### src/rtl/seg7_scan_decoder_if.sv
// Bus bundle for the scanned 7-segment snooper: display lines in, decoded digits/frames out.
// The master modport belongs to whoever drives the display lines; the decoder takes the slave side.
interface seg7_scan_decoder_if #(
    parameter int NUM_DIGITS = 4
);
    logic [6:0]              seg;
    logic [NUM_DIGITS-1:0]   an;
    logic                    digit_valid;
    logic [2:0]              digit_idx;
    logic [3:0]              digit_hex;
    logic                    digit_err;
    logic                    frame_valid;
    logic [4*NUM_DIGITS-1:0] frame_hex;
    logic                    frame_err;

    modport master (
        output seg,
        output an,
        input  digit_valid,
        input  digit_idx,
        input  digit_hex,
        input  digit_err,
        input  frame_valid,
        input  frame_hex,
        input  frame_err
    );

    modport slave (
        input  seg,
        input  an,
        output digit_valid,
        output digit_idx,
        output digit_hex,
        output digit_err,
        output frame_valid,
        output frame_hex,
        output frame_err
    );
endinterface

### src/rtl/seg7_scan_decoder.sv
// Recovers hex digits from a time-multiplexed 7-segment bus: filters each dwell for
// stability, decodes the pattern and assembles complete NUM_DIGITS-wide frames.
module seg7_scan_decoder #(
    parameter int NUM_DIGITS    = 4,
    parameter int STABLE_CYCLES = 4
) (
    input  logic                clk,
    input  logic                rst,
    seg7_scan_decoder_if.slave  bus
);
    localparam logic [7:0]            STABLE_MAX = 8'(STABLE_CYCLES);
    localparam logic [NUM_DIGITS-1:0] AN_ONE     = NUM_DIGITS'(1);

    typedef enum logic {
        HUNT,
        LOCKED
    } state_t;

    state_t state_q, state_d;

    logic [6:0]              seg_prev_q;
    logic [NUM_DIGITS-1:0]   an_prev_q;
    logic [7:0]              cnt_q, cnt_d;
    logic                    same;

    logic [NUM_DIGITS-1:0]   mask_q, mask_d;
    logic                    frame_done;
    logic                    capture;

    logic                    an_onehot;
    logic [2:0]              onehot_idx;
    logic [3:0]              dec_hex;
    logic                    dec_err;

    logic [4*NUM_DIGITS-1:0] store_hex;
    logic [NUM_DIGITS-1:0]   store_err;

    logic                    digit_valid_q;
    logic [2:0]              digit_idx_q;
    logic [3:0]              digit_hex_q;
    logic                    digit_err_q;
    logic                    frame_valid_q;
    logic [4*NUM_DIGITS-1:0] frame_hex_q;
    logic                    frame_err_q;

    // Stability counter restarts at 1 on any change so the changed sample itself counts.
    assign same  = (bus.seg == seg_prev_q) && (bus.an == an_prev_q);
    assign cnt_d = !same ? 8'd1 : ((cnt_q == STABLE_MAX) ? cnt_q : cnt_q + 8'd1);

    assign an_onehot = (bus.an != '0) && ((bus.an & (bus.an - AN_ONE)) == '0);

    always_comb begin
        onehot_idx = '0;
        for (int k = 0; k < NUM_DIGITS; k++) begin
            if (bus.an[k]) begin
                onehot_idx = onehot_idx | 3'(k);
            end
        end
    end

    always_comb begin
        dec_hex = 4'h0;
        dec_err = 1'b0;
        case (bus.seg)
            7'h3F: dec_hex = 4'h0;
            7'h06: dec_hex = 4'h1;
            7'h5B: dec_hex = 4'h2;
            7'h4F: dec_hex = 4'h3;
            7'h66: dec_hex = 4'h4;
            7'h6D: dec_hex = 4'h5;
            7'h7D: dec_hex = 4'h6;
            7'h07: dec_hex = 4'h7;
            7'h7F: dec_hex = 4'h8;
            7'h6F: dec_hex = 4'h9;
            7'h77: dec_hex = 4'hA;
            7'h7C: dec_hex = 4'hB;
            7'h39: dec_hex = 4'hC;
            7'h5E: dec_hex = 4'hD;
            7'h79: dec_hex = 4'hE;
            7'h71: dec_hex = 4'hF;
            default: dec_err = 1'b1;
        endcase
    end

    always_ff @(posedge clk or posedge rst) begin
        if (rst) begin
            state_q <= HUNT;
        end else begin
            state_q <= state_d;
        end
    end

    // LOCKED blocks repeat captures until the inputs move, however long the dwell lasts.
    always_comb begin
        state_d = state_q;
        capture = 1'b0;
        case (state_q)
            HUNT: begin
                if ((cnt_d == STABLE_MAX) && an_onehot) begin
                    capture = 1'b1;
                    state_d = LOCKED;
                end
            end
            LOCKED: begin
                if (!same) begin
                    state_d = HUNT;
                end
            end
            default: state_d = HUNT;
        endcase
    end

    // A full mask is flushed on the next edge; a capture on that same edge seeds the new frame.
    assign frame_done = &mask_q;

    always_comb begin
        mask_d = mask_q;
        if (frame_done) begin
            mask_d = '0;
        end
        if (capture) begin
            mask_d = mask_d | bus.an;
        end
    end

    genvar gi;
    generate
        for (gi = 0; gi < NUM_DIGITS; gi++) begin : g_digit
            logic [3:0] hex_q;
            logic       err_q;

            always_ff @(posedge clk or posedge rst) begin
                if (rst) begin
                    hex_q <= 4'h0;
                    err_q <= 1'b0;
                end else if (capture && bus.an[gi]) begin
                    hex_q <= dec_hex;
                    err_q <= dec_err;
                end
            end

            assign store_hex[4*gi +: 4] = hex_q;
            assign store_err[gi]        = err_q;
        end
    endgenerate

    always_ff @(posedge clk or posedge rst) begin
        if (rst) begin
            seg_prev_q    <= '0;
            an_prev_q     <= '0;
            cnt_q         <= '0;
            mask_q        <= '0;
            digit_valid_q <= 1'b0;
            digit_idx_q   <= '0;
            digit_hex_q   <= '0;
            digit_err_q   <= 1'b0;
            frame_valid_q <= 1'b0;
            frame_hex_q   <= '0;
            frame_err_q   <= 1'b0;
        end else begin
            seg_prev_q    <= bus.seg;
            an_prev_q     <= bus.an;
            cnt_q         <= cnt_d;
            mask_q        <= mask_d;
            digit_valid_q <= capture;
            frame_valid_q <= frame_done;
            if (capture) begin
                digit_idx_q <= onehot_idx;
                digit_hex_q <= dec_hex;
                digit_err_q <= dec_err;
            end
            if (frame_done) begin
                frame_hex_q <= store_hex;
                frame_err_q <= |store_err;
            end
        end
    end

    assign bus.digit_valid = digit_valid_q;
    assign bus.digit_idx   = digit_idx_q;
    assign bus.digit_hex   = digit_hex_q;
    assign bus.digit_err   = digit_err_q;
    assign bus.frame_valid = frame_valid_q;
    assign bus.frame_hex   = frame_hex_q;
    assign bus.frame_err   = frame_err_q;
endmodule

### src/flat_wrapper.sv
// flat-port wrapper written by rule: the top's interface ports become plain ports
module seg7_scan_decoder_flat 
#(
    parameter int NUM_DIGITS    = 4,
    parameter int STABLE_CYCLES = 4
)
  (clk, rst, bus_seg, bus_an, bus_digit_valid, bus_digit_idx, bus_digit_hex, bus_digit_err, bus_frame_valid, bus_frame_hex, bus_frame_err);
  seg7_scan_decoder_if #(.NUM_DIGITS(NUM_DIGITS)) bus_i ();
  input  logic clk;
  input  logic rst;
  input wire logic [$bits(bus_i.seg)-1:0] bus_seg;
  input wire logic [$bits(bus_i.an)-1:0] bus_an;
  output wire logic [$bits(bus_i.digit_valid)-1:0] bus_digit_valid;
  output wire logic [$bits(bus_i.digit_idx)-1:0] bus_digit_idx;
  output wire logic [$bits(bus_i.digit_hex)-1:0] bus_digit_hex;
  output wire logic [$bits(bus_i.digit_err)-1:0] bus_digit_err;
  output wire logic [$bits(bus_i.frame_valid)-1:0] bus_frame_valid;
  output wire logic [$bits(bus_i.frame_hex)-1:0] bus_frame_hex;
  output wire logic [$bits(bus_i.frame_err)-1:0] bus_frame_err;
  assign bus_i.seg = bus_seg;
  assign bus_i.an = bus_an;
  assign bus_digit_valid = bus_i.digit_valid;
  assign bus_digit_idx = bus_i.digit_idx;
  assign bus_digit_hex = bus_i.digit_hex;
  assign bus_digit_err = bus_i.digit_err;
  assign bus_frame_valid = bus_i.frame_valid;
  assign bus_frame_hex = bus_i.frame_hex;
  assign bus_frame_err = bus_i.frame_err;
  seg7_scan_decoder #(.NUM_DIGITS(NUM_DIGITS), .STABLE_CYCLES(STABLE_CYCLES)) u_core (.clk(clk), .rst(rst), .bus(bus_i));
endmodule
### config.mk
export PLATFORM = sky130hd
export DESIGN_NAME = seg7_scan_decoder_flat
export DESIGN_NICKNAME = d
export VERILOG_FILES = /design/src/rtl/seg7_scan_decoder_if.sv /design/src/rtl/seg7_scan_decoder.sv /design/src/flat_wrapper.sv
export SDC_FILE = /design/constraint.sdc
export NUM_CORES = 1
export LEC_CHECK = 0
export CAP_MARGIN = 10
export CORE_ASPECT_RATIO = 1.25
export CORE_MARGIN = 3
export CORE_UTILIZATION = 40
export DETAILED_ROUTE_END_ITERATION = 8
export DONT_BUFFER_PORTS = 1
export SLEW_MARGIN = 30
export SYNTH_ARGS = -nofsm -noshare
export SYNTH_HDL_FRONTEND = slang
export SYNTH_SLANG_ARGS = --single-unit
export TNS_END_PERCENT = 20
### constraint.sdc
create_clock -name clk -period 4.5 [get_ports clk]
set_input_delay 1.35 -clock clk [delete_from_list [all_inputs] [get_ports clk]]
set_output_delay 1.35 -clock clk [all_outputs]
set_load 0.03 [all_outputs]
==> key figures <==
Outcome
  • Outcome: finished clean

Pwr
  • Int Pwr: 0.978 mW
  • Max VDD drop: roughly 0.00018 V
  • PD cells: between 300 and 400 nW/um^2
  • Leak Pwr: 1.74 nW
  • Gate power share: under 10%
  • Sw Share: 21.5%
  • Power share of the clock group: 45.2%
  • Net Sw Power: 0.268 mW
  • Power, Total: 1.25 mW
  • Sequential power share: between 50 and 60%

Clocking
  • Num CTS Buffers: 9
  • Post-CTS Setup Bufs: 0
  • Clock transition at path regs: 80 ps
  • CTS root buf: clkbuf_8
  • Clock buffer depth: 2
  • CTS tree: done
  • Clock Latency Late Sink: between 300 and 400 ps
  • # H-tree levels: 3
  • Sink Count: 70
  • Post-cts resize count: 0
  • Cts hold-fix bufs: 0

Timing
  • Worst Skew: 8.31 ps
  • FMAX: 346 MHz
  • Unrepaired setup endpoints after global routing: no
  • Final max-slew violation count: 0
  • Clock period minus worst slack: between 2000 and 3000 ps
  • Setup_tns: 0 ps
  • Tcrit/Tclk final: between 60 and 70%
  • Slew @ Worst Pin: 760 ps
  • Relative slew slack: 49.3%
  • Hold Slack: 462 ps
  • Final setup violation count: 0
  • Hold Fails Final Rpt: 0

Placed design
  • RD Place Congestion: 0.882
  • HPWL Detailed: 4.36 mm
  • PortBufs: 0

GRT
  • Met2 Track Usage GR: 22.6%
  • Met3 Use GR: 4.46%
  • Met1 global-route usage: roughly 20%
  • Initial antenna violation count: 0
  • First-pass GRT wire length: 11.0 mm
  • Largest net degree at the start of global routing: 63
  • Number of global-route vias before repair: between 2,000 and 2,500
  • Layer with the highest usage: met2
  • Total global-route track usage: between 15 and 20%
  • Gr ovfl total: 0

Worst setup path
  • Setup CP Type: input pin to flip-flop
  • Cell mode on critical path: nor4_1
  • CP Max Fanout: 11
  • Required time worst endpoint: 4730 ps
  • Worst EP arrival: 3120 ps
  • Slowest CP cell: and2_1
  • Crit path cell chain: xor2_1 > nor4_1 > nand3_2 > nor4_1 > and2_1 > mux2_4
  • CP startpoint kind: input pin
  • CP peak stage delay: roughly 480 ps
  • CP endpoint kind: flip-flop

Logic synthesis
  • Mapped Cells: 306
  • Syn Std Cell Area: 3280 sq um
  • Top cell type's share of synthesized area: 53.5%
  • Yosys warning count: 0
  • Largest cells by area after synthesis: dfrtp_1 (53%), nand2_1 (8.5%), mux2_2 (6.9%), xor2_1 (4.5%), mux2_4 (2.3%)
  • Seq/Total Area, Yosys: about 53%
  • Top_reg_cell synth: dfrtp_1
  • Post-Syn Nets: about 320
  • Asr flop ratio synth: 100%
  • Seq cells post-synth: 70
  • Post-synth EDFFs: 0
  • Area leader, netlist: dfrtp_1
  • Syn avg cell area: 10.7 sq um
  • Yosys cell types: 53

Cells and area
  • Area growth, synth to finish: 8.86%
  • Reg area: 1750 sq um
  • # nets final: 321
  • Antenna Cells: 0
  • Fillers: between 700 and 800
  • Multi-input gate area: 1430 sq um
  • Layout cells sized above 1: 18.6%

Floorplanning
  • Die height: around 110 um
  • I/O pins: 40
  • DIE AREA: 9320 sq um
  • Row count: 36
  • Area of the core: 7880 sq um
  • Initial cell density of the core: 41.6%
  • Die width: 87.0 um

Routing
  • WL/cell: 15.7 um
  • Antenna Nets Post-Route: 0
  • Drt first pass iters: 5
  • DR vias/cell: between 5 and 6
  • Via count: 2,148
  • WL final: 6.36 mm
  • Remaining DRCs: 0
  • Initial DRC count: roughly 130

Run
  • Max Cap Viol: 0

Min path
  • Hold Crit Class: flip-flop to flip-flop
cell type report:
type / count / share of cell area, %
clock buffer: 11 / 3.96
clock inverter: 5 / 2.28
inverter: 9 / 0.947
multi-input combinational: 214 / 40.0
sequential: 70 / 49.1
tap: 95 / 3.33
timing repair buffer: 2 / 0.421
metrics by stage:
stage	utilization (%)	cell area [sq um]	std cells	worst slack, ps
final	45.3	3570	406	1610
after global routing	45.3	3570	406	1450
after CTS	45.3	3570	406	1620
after detailed placement	42.4	3340	390	1270
after global placement	42.4	3340	390	1260
after floorplan	-	3280	306	1380
sequential cells by signal (all words and copies together), names as in the netlist, 2 cells and up:
register / count
u_core.bus.digit_idx: 2
u_core.bus.digit_hex: 4
u_core.bus.frame_hex: 16
u_core.cnt_q: 8
u_core.g_digit.err_q: 4
u_core.an_prev_q: 4
u_core.seg_prev_q: 7
u_core.g_digit.hex_q: 16
u_core.mask_q: 4
final timing paths:
kind                                                  from                  endpoint  slack (ps)  cells past startpoint
worst max-delay path                            bus_seg[4]   u_core.bus.digit_hex[2]        1610                      6
worst min-delay path            u_core.g_digit[3].hex_q[2]  u_core.bus.frame_hex[14]         460                      2
worst max register to register             u_core.cnt_q[3]   u_core.bus.digit_hex[2]        2010                      6
worst min register to register  u_core.g_digit[3].hex_q[2]  u_core.bus.frame_hex[14]         460                      2
max in group asynchronous                              rst      u_core.seg_prev_q[1]        2720                      2
min in group asynchronous                              rst           u_core.cnt_q[4]         790                      1
layout by cell type (no fill, tap or decap), types with 5 or more instances in the layout:
| master | instances |
|---|---|
| nand2_1 | 74 |
| nor2_1 | 18 |
| a21oi_1 | 7 |
| inv_1 | 7 |
| clkbuf_8 | 10 |
| mux2_4 | 5 |
| mux2_2 | 20 |
| xor2_1 | 17 |
| nor4_1 | 8 |
| dfrtp_1 | 70 |
synthesized netlist by cell type, types with 2 or more instances:
cell type,instances
clkbuf_1,6
nand3_2,4
nor4_1,8
buf_2,3
xnor2_1,4
mux2_4,5
dfrtp_1,70
nand3b_1,3
nand2b_1,3
nor3_1,4
nand3_1,4
buf_6,2
xor2_1,17
a31oi_1,2
inv_1,8
nor2_1,18
o21ai_0,3
mux2i_1,4
ha_1,2
nand2_1,74
o211ai_1,2
a21oi_1,7
mux2_2,20
nand4_1,4
power by group through the flow:
stage          sequential, mW  clock, mW  combinational, mW
2_1_floorplan           0.648          0             0.0463
3_3_place_gp            0.648          0             0.0472
3_5_place_dp            0.648          0             0.0482
4_1_cts                 0.636      0.580             0.0484
5_1_grt                 0.636      0.603             0.0536
6_report                0.636      0.564             0.0471
layer usage:
layer	up-vias	routed length [um]
met5	-	0
met4	0	127
met3	10	417
met2	57	2900
met1	1033	2920
li1	1048	-
critical path: cells and delay by family:
| family | cells | cell delay [ps] |
|---|---|---|
| multiplexers | 1 | 340 |
| XOR/XNOR | 1 | 130 |
| AND/OR/NAND/NOR | 4 | 1290 |
cells by family (layout without fill, tap and decap cells):
family,Yosys count,in the layout,synth area share [%]
AOI/OAI and AO/OA,26,26,6.03
xor gates and xnor gates,21,21,5.61
DFF,70,70,53.5
buffers and inverters,22,27,3.21
muxes,29,29,10.4
and+or+nand+nor,135,135,20.4
adders and majority gates,2,2,0.764
other,1,1,0.114
(Power assumes the default switching activity.)
